===== src/rtl/fwd_hazard_unit.sv =====
// Forwarding / load-use hazard controller with a DEPTH-entry shifting destination scoreboard.
// Optional perf counters are built when HAZ_PERF_CNT_EN is defined; otherwise they read 0.

module fwd_src_sel #(
    parameter int XLEN     = 32,
    parameter int RADDR_W  = 5,
    parameter int DEPTH    = 3,
    parameter int LOAD_LAT = 1,
    parameter int SEL_W    = 2
) (
    input  logic [DEPTH-1:0]              sb_vld,
    input  logic [DEPTH-1:0]              sb_we,
    input  logic [DEPTH-1:0]              sb_load,
    input  logic [DEPTH-1:0][RADDR_W-1:0] sb_rd,
    input  logic [RADDR_W-1:0]            src,
    input  logic                          used,
    input  logic [XLEN-1:0]               rf_data,
    input  logic [DEPTH*XLEN-1:0]         stage_data,
    output logic [XLEN-1:0]               op,
    output logic [SEL_W-1:0]              sel,
    output logic                          not_ready
);
    // Walk oldest to youngest so the youngest match overrides.
    always_comb begin
        op        = rf_data;
        sel       = '0;
        not_ready = 1'b0;
        for (int k = DEPTH-1; k >= 0; k--) begin
            if (sb_vld[k] && sb_we[k] && (sb_rd[k] == src) && (src != '0) && used) begin
                if (sb_load[k] && (k < LOAD_LAT)) begin
                    op        = rf_data;
                    sel       = '0;
                    not_ready = 1'b1;
                end else begin
                    op        = stage_data[k*XLEN +: XLEN];
                    sel       = SEL_W'(k+1);
                    not_ready = 1'b0;
                end
            end
        end
    end
endmodule

module fwd_hazard_unit #(
    parameter int XLEN      = 32,
    parameter int RADDR_W   = 5,
    parameter int DEPTH     = 3,
    parameter int LOAD_LAT  = 1,
    parameter int FLUSH_CYC = 2,
    localparam int SEL_W    = $clog2(DEPTH+1)
) (
    input  logic                    clk,
    input  logic                    rst_n,
    input  logic                    id_valid,
    input  logic [RADDR_W-1:0]      id_rs1,
    input  logic [RADDR_W-1:0]      id_rs2,
    input  logic                    id_rs1_used,
    input  logic                    id_rs2_used,
    input  logic [RADDR_W-1:0]      id_rd,
    input  logic                    id_rd_we,
    input  logic                    id_is_load,
    input  logic                    ex_redirect,
    input  logic [XLEN-1:0]         rf_rs1_data,
    input  logic [XLEN-1:0]         rf_rs2_data,
    input  logic [DEPTH*XLEN-1:0]   stage_data,
    output logic [XLEN-1:0]         op_a,
    output logic [XLEN-1:0]         op_b,
    output logic [SEL_W-1:0]        sel_a,
    output logic [SEL_W-1:0]        sel_b,
    output logic                    stall_if,
    output logic                    stall_id,
    output logic                    bubble_ex,
    output logic                    flush_id,
    output logic [31:0]             stall_cnt,
    output logic [31:0]             flush_cnt
);
    localparam int CNT_W = (FLUSH_CYC > 1) ? $clog2(FLUSH_CYC) : 1;

    typedef enum logic {RUN, FLUSH} state_t;

    state_t                        state, state_nxt;
    logic [CNT_W-1:0]              cnt, cnt_nxt;
    logic [DEPTH-1:0]              sb_vld, sb_we, sb_load;
    logic [DEPTH-1:0][RADDR_W-1:0] sb_rd;
    logic [1:0][RADDR_W-1:0]       src;
    logic [1:0]                    used, nr;
    logic [1:0][XLEN-1:0]          rf, op;
    logic [1:0][SEL_W-1:0]         sel;
    logic                          redir, flushing, stall, issue;

    assign src  = {id_rs2, id_rs1};
    assign used = {id_rs2_used, id_rs1_used};
    assign rf   = {rf_rs2_data, rf_rs1_data};

    for (genvar i = 0; i < 2; i++) begin : g_src
        fwd_src_sel #(
            .XLEN(XLEN), .RADDR_W(RADDR_W), .DEPTH(DEPTH), .LOAD_LAT(LOAD_LAT), .SEL_W(SEL_W)
        ) u_sel (
            .sb_vld(sb_vld), .sb_we(sb_we), .sb_load(sb_load), .sb_rd(sb_rd),
            .src(src[i]), .used(used[i]), .rf_data(rf[i]), .stage_data(stage_data),
            .op(op[i]), .sel(sel[i]), .not_ready(nr[i])
        );
    end

    assign op_a = op[0];
    assign op_b = op[1];
    assign sel_a = sel[0];
    assign sel_b = sel[1];

    // Redirect is masked by reset so every control output is 0 while rst_n is low.
    assign redir     = ex_redirect & rst_n;
    assign flushing  = redir | (state == FLUSH);
    assign stall     = id_valid & ~flushing & (|nr);
    assign issue     = id_valid & ~stall & ~flushing;
    assign stall_if  = stall;
    assign stall_id  = stall;
    assign bubble_ex = stall | flushing;
    assign flush_id  = flushing;

    always_comb begin
        state_nxt = state;
        cnt_nxt   = cnt;
        case (state)
            RUN: if (redir && (FLUSH_CYC > 1)) begin
                state_nxt = FLUSH;
                cnt_nxt   = CNT_W'(FLUSH_CYC-1);
            end
            FLUSH: if (redir) begin
                cnt_nxt = CNT_W'(FLUSH_CYC-1);
            end else begin
                cnt_nxt = cnt - CNT_W'(1);
                if (cnt == CNT_W'(1)) state_nxt = RUN;
            end
            default: state_nxt = RUN;
        endcase
    end

    always_ff @(posedge clk or negedge rst_n) begin
        if (!rst_n) begin
            state <= RUN;
            cnt   <= '0;
        end else begin
            state <= state_nxt;
            cnt   <= cnt_nxt;
        end
    end

    // Scoreboard shifts every cycle, stalls included; entry 0 takes a bubble unless ID issues.
    always_ff @(posedge clk or negedge rst_n) begin
        if (!rst_n) begin
            sb_vld  <= '0;
            sb_we   <= '0;
            sb_load <= '0;
            sb_rd   <= '0;
        end else begin
            for (int k = DEPTH-1; k > 0; k--) begin
                sb_vld[k]  <= sb_vld[k-1];
                sb_we[k]   <= sb_we[k-1];
                sb_load[k] <= sb_load[k-1];
                sb_rd[k]   <= sb_rd[k-1];
            end
            sb_vld[0]  <= issue;
            sb_we[0]   <= issue & id_rd_we;
            sb_load[0] <= issue & id_is_load;
            sb_rd[0]   <= issue ? id_rd : '0;
        end
    end

`ifdef HAZ_PERF_CNT_EN
    always_ff @(posedge clk or negedge rst_n) begin
        if (!rst_n) begin
            stall_cnt <= '0;
            flush_cnt <= '0;
        end else begin
            if (stall) stall_cnt <= stall_cnt + 32'd1;
            if (redir) flush_cnt <= flush_cnt + 32'd1;
        end
    end
`else
    assign stall_cnt = '0;
    assign flush_cnt = '0;
`endif

endmodule

===== config.mk =====
export PLATFORM = sky130hd
export DESIGN_NAME = fwd_hazard_unit
export DESIGN_NICKNAME = d
export VERILOG_FILES = /design/src/rtl/fwd_hazard_unit.sv
export SDC_FILE = /design/constraint.sdc
export NUM_CORES = 1
export LEC_CHECK = 0
export BUFFER_PORTS_ARGS = -buffer_cell sky130_fd_sc_hd__buf_4
export CELL_PAD_IN_SITES_DETAIL_PLACEMENT = 0
export CELL_PAD_IN_SITES_GLOBAL_PLACEMENT = 2
export CORE_ASPECT_RATIO = 1.25
export CORE_MARGIN = 5
export CORE_UTILIZATION = 20
export CTS_CLUSTER_SIZE = 40
export DETAILED_ROUTE_END_ITERATION = 16
export PLACE_DENSITY = 0.87
export SLEW_MARGIN = 20
export SYNTH_ARGS = -nofsm -noshare
export SYNTH_HDL_FRONTEND = slang
export SYNTH_HIERARCHICAL = 1
export SYNTH_SLANG_ARGS = --single-unit
export TNS_END_PERCENT = 20

===== constraint.sdc =====
create_clock -name clk -period 3.27 [get_ports clk]
set_clock_uncertainty 0.2 [all_clocks]
set_input_delay 0.654 -clock clk [delete_from_list [all_inputs] [get_ports clk]]
set_output_delay 0.654 -clock clk [all_outputs]
set_load 0.02 [all_outputs]

# After elaboration in Yosys (flattened, before gate mapping)
# Index checks and enable logic that the tools add are counted.
[word_totals] register_bits=24 latchBits=0 ram_bits=0 mem_bits_ro=0 input_bits=183 out_inout_bits=136 wordCells=78 memories=0
[classes] add_sub_neg=1 mul=0 div=0 n_lt_le_gt_ge=0 n_eq_ne=7 shift=0 mux=26 n_bitwise=12 reduce_logical=24
[op_table] op="32-bit 2-to-1 mux" n=8
[op_table] op="5-bit equality test" n=6
[op_table] op="1-bit logical AND" n=21
[op_table] op="2-bit 2-to-1 mux" n=6
[op_table] op="5-bit nonzero test" n=2
[op_table] op="1-bit 2-to-1 mux" n=9
[op_table] op="1-bit bitwise AND" n=7
[op_table] op="5-bit 2-to-1 mux" n=1
[op_table] op="1-bit case mux with 2 select lines" n=2
[op_table] op="1-bit inverter" n=3
[op_table] op="2-bit inequality test, second input constant" n=1
[op_table] op="1-bit bitwise OR" n=2
[op_table] op="2-bit OR reduction" n=1
[op_table] op="1-bit subtractor, second input constant" n=1

# Longest topological paths before layout
[logic_depth] word_depth=11 ltp_mapped=8 ltp_nobuf=5

# By module
# Netlist, hierarchy kept.
[modules_own_cells] mod="fwd_src_sel" instances=2 cells_per_inst=187 area_each_um2=1328.8 seq_area_each_um2=0.0
[modules_own_cells] mod="fwd_hazard_unit" instances=1 cells_per_inst=120 area_each_um2=1361.3 seq_area_each_um2=650.6

# Worst setup path after synthesis
# No wires, ideal clock.
[synth_timing] path_type="input to output" start="input id_rs2[0]" end="output stall_if" arrival_ns=2.400 t_required_ns=2.416 slack_ns=0.016 stages=8 path_buffers=3 path_cell_list="xor2_1 > a211o_1 > buf_6 > nor3_1 > buf_2 > o21ai_0 > nor2_1 > buf_4"
[synth_between] elab_chain_cells=7 word_cells_on_any_way=8 cone_classes="eq/ne (1); mux (1); bitwise (1); reduce/logical (5)"
[synth_lines] element="from (decl)" line="56" rtl="input logic [RADDR_W-1:0] id_rs2,"
[synth_lines] element="5-bit equality test" line="29" rtl="if (sb_vld[k] && sb_we[k] && (sb_rd[k] == src) && (src != '0) && used) begin"
[synth_lines] element="1-bit logical AND" line="29"
[synth_lines] element="1-bit logical AND (*) (2 in a row)" line="29"
[synth_lines] element="1-bit 2-to-1 mux (*)" line="29"
[synth_lines] element="net nr[1]" line="86" rtl="logic [1:0] used, nr;"
[synth_lines] element="2-bit OR reduction (*)" line="113" rtl="assign stall = id_valid & ~flushing & (|nr);"
[synth_lines] element="1-bit bitwise AND (*)" line="113"
[synth_lines] element="to (decl)" line="70" rtl="output logic stall_if,"
# Mark *: on every way through the listed nets, which the timed path passes. The rest lies on a longest branch.

# Worst setup path in the final report
[layout_timing] start="input id_rs2[3]" end="output op_b[11]"
[layout_between] elab_chain_cells=7 word_cells_on_any_way=16 cone_classes="eq/ne (3); mux (3); reduce/logical (10)"
[layout_lines] element="5-bit equality test" line="29"
[layout_lines] element="1-bit logical AND (3 in a row)" line="29"
[layout_lines] element="32-bit 2-to-1 mux (2 in a row)" line="29"
[layout_lines] element="32-bit 2-to-1 mux (*)" line="29"
[layout_lines] element="to (decl)" line="67" rtl="output logic [XLEN-1:0] op_b,"
# Mark *: on every way between the ends. The rest lies on a longest branch, timed or not.

==> key figures <==
Die
  • FP Rows: 57
  • Die W: 136 um
  • Core Box Area: 19500 sq um
  • Die area: 22800 sq um
  • Die H: 167 um
  • # IOs: 319
  • Initial Util: 0.204

STA
  • Final setup vio count: 42
  • Fmax: 301 MHz
  • Fin crit period: 3.32 ns
  • Setup TNS: -0.643 ns
  • Fin. max-slew vios: 0
  • RSZ-0062 raised after global routing: yes
  • Period utilization: 1.02
  • Fin. Hold Viols: 0
  • Final worst slack: -0.0510 ns

Global route
  • Grt ovf: 0
  • Initial antenna violation count: 0
  • Pin count of the biggest net entering global routing: 41
  • Vias in the first global route: 5218
  • Gr usage total: 0.184
  • First-pass GRT wire length: 32.0 mm

Route
  • Routed wire length: 23.3 mm
  • 1st-iter DRT viols: 195
  • Post-detailed-route count of antenna-violating nets: 0
  • Pre-antenna DRT Iters: 4
  • Vias after detailed routing: 5069
  • # DRC: 0
  • Drt via density: 4.84
  • WL/cell: 22.2 um

Pwr
  • PnR Total Power: 0.00142 W
  • Leakage power total: 3.48 nW
  • Max VDD drop: 0.000177 V
  • Power Dens Cells: 192 nW/um^2

Setup path
  • Crit path launch: id_rs2[3]
  • Crit path DAT: 2.47 ns
  • Crit path kind: input port to primary output
  • Endpoint class of the critical path: primary output
  • Worst Setup Start Kind: input port
  • Worst-path fanout max: 8
  • RR Startpoint: sb_rd[1]
  • Data required time of the worst path: 2.42 ns

Layout
  • Fillcell total: 2042
  • Layout overhead on the synthesized area: 85.6%
  • Core Util, Final: 0.378
  • Ant. Diodes: 0
  • Most frequent cells in the layout: buf_4 (224), buf_6 (82), inv_1 (67)
  • Most common cell after layout, fill and taps aside: buf_4
  • Area taken by multi-input logic gates: 2850 sq um
  • Fin nets: 967
  • Layout cells sized above 1: 0.489
  • Sequential Area: 602 sq um

Worst hold path
  • Hold WC Path Type: input port to async pin

Placed design
  • Detailed Place HPWL: 15.7 mm
  • RePlAce Congestion: 0.819
  • IO buf count: 254

Clocking
  • CTS buffer count: 3
  • CTS root buffer: clkbuf_16
  • Clk buf depth: 2
  • Sink Count: 24
  • Worst-Skew Late Latency: 0.26 ns
  • CTS tree: built
  • H-tree level count: 1
  • Register clock-pin slew on the reported worst setup and hold paths: 0.07 ns

Yosys
  • Synth Instances: 492
  • Mapped Avg Cell Area: 8.07 sq um
  • Post-Synthesis Cell Area: 3970 sq um
  • Synth warn: 6

Run status
  • Failing checks: negative setup slack
  • Status: finished with violations

Flow run
  • Max-capacitance violation count: 0
state kept, by name, indices dropped and copies added, names as in the netlist:
signal	count
cnt	1
sb_load	1
sb_rd	15
sb_vld	3
sb_we	3
state	1
worst max-delay path, stage by stage:
cell and delay [ns]:
buf_12 0.11, xor2_1 0.15, a211o_1 0.30, buf_4 0.14
or2_4 0.26, a31o_4 0.31, a221o_1 0.39, buf_6 0.14
path summary, 6_finish.rpt:
kind,slack [ns],endpoint,cells after the start
max,-0.05,op_b[11],8
min,0.09,sb_rd[3],1
max reg2reg,1.36,sb_load[0],7
min reg2reg,0.20,sb_we[2],0
max in group asynchronous,2.52,sb_load[0],1
min in group clk,0.20,sb_we[2],0
power breakdown:
part           switching, W  leakage, nW  total [W]  internal, W
sequential        0.0000316        0.316   0.000359     0.000328
combinational      0.000352         3.11   0.000708     0.000356
clock              0.000106       0.0511   0.000349     0.000243
routing by layer:
metal	GRT usage	part of all wire	wire length [um]
met1	0.216	0.38	8800
met2	0.348	0.52	12200
met3	0.0261	0.070	1630
met4	0.0425	0.030	710
met5	0	0	0
repair_timing:
item,in CTS,in global routing
hold endpoints to repair,0,0
cloned,11,3
endpoints found under the setup margin,68,69
pin swaps,66,35
hold buffers,0,0
setup buffers,13,8
gates resized for setup,70,60
final cells by class:
type / instances / area share
Clock buffer: 3 / 0.0102
Clock inverter: 1 / 0.00408
Timing Repair Buffer: 335 / 0.437
Sequential cell: 24 / 0.0817
Multi-Input combinational cell: 353 / 0.387
Inverter: 67 / 0.0341
Tap cell: 265 / 0.0450
through the flow:
step | instance area [sq um] | instances | worst slack, ns | hold slack, ns
global placement | 6280 | 1010 | -0.251 | 0.193
floorplan | 4210 | 555 | 0.0156 | 0.158
global route | 7370 | 1048 | -0.104 | 0.120
CTS | 7000 | 1038 | -0.0651 | 0.104
finish | 7370 | 1048 | -0.0510 | 0.0930
detailed placement | 6280 | 1010 | -0.260 | 0.189
Note: power is estimated with default switching activity, not from simulation.
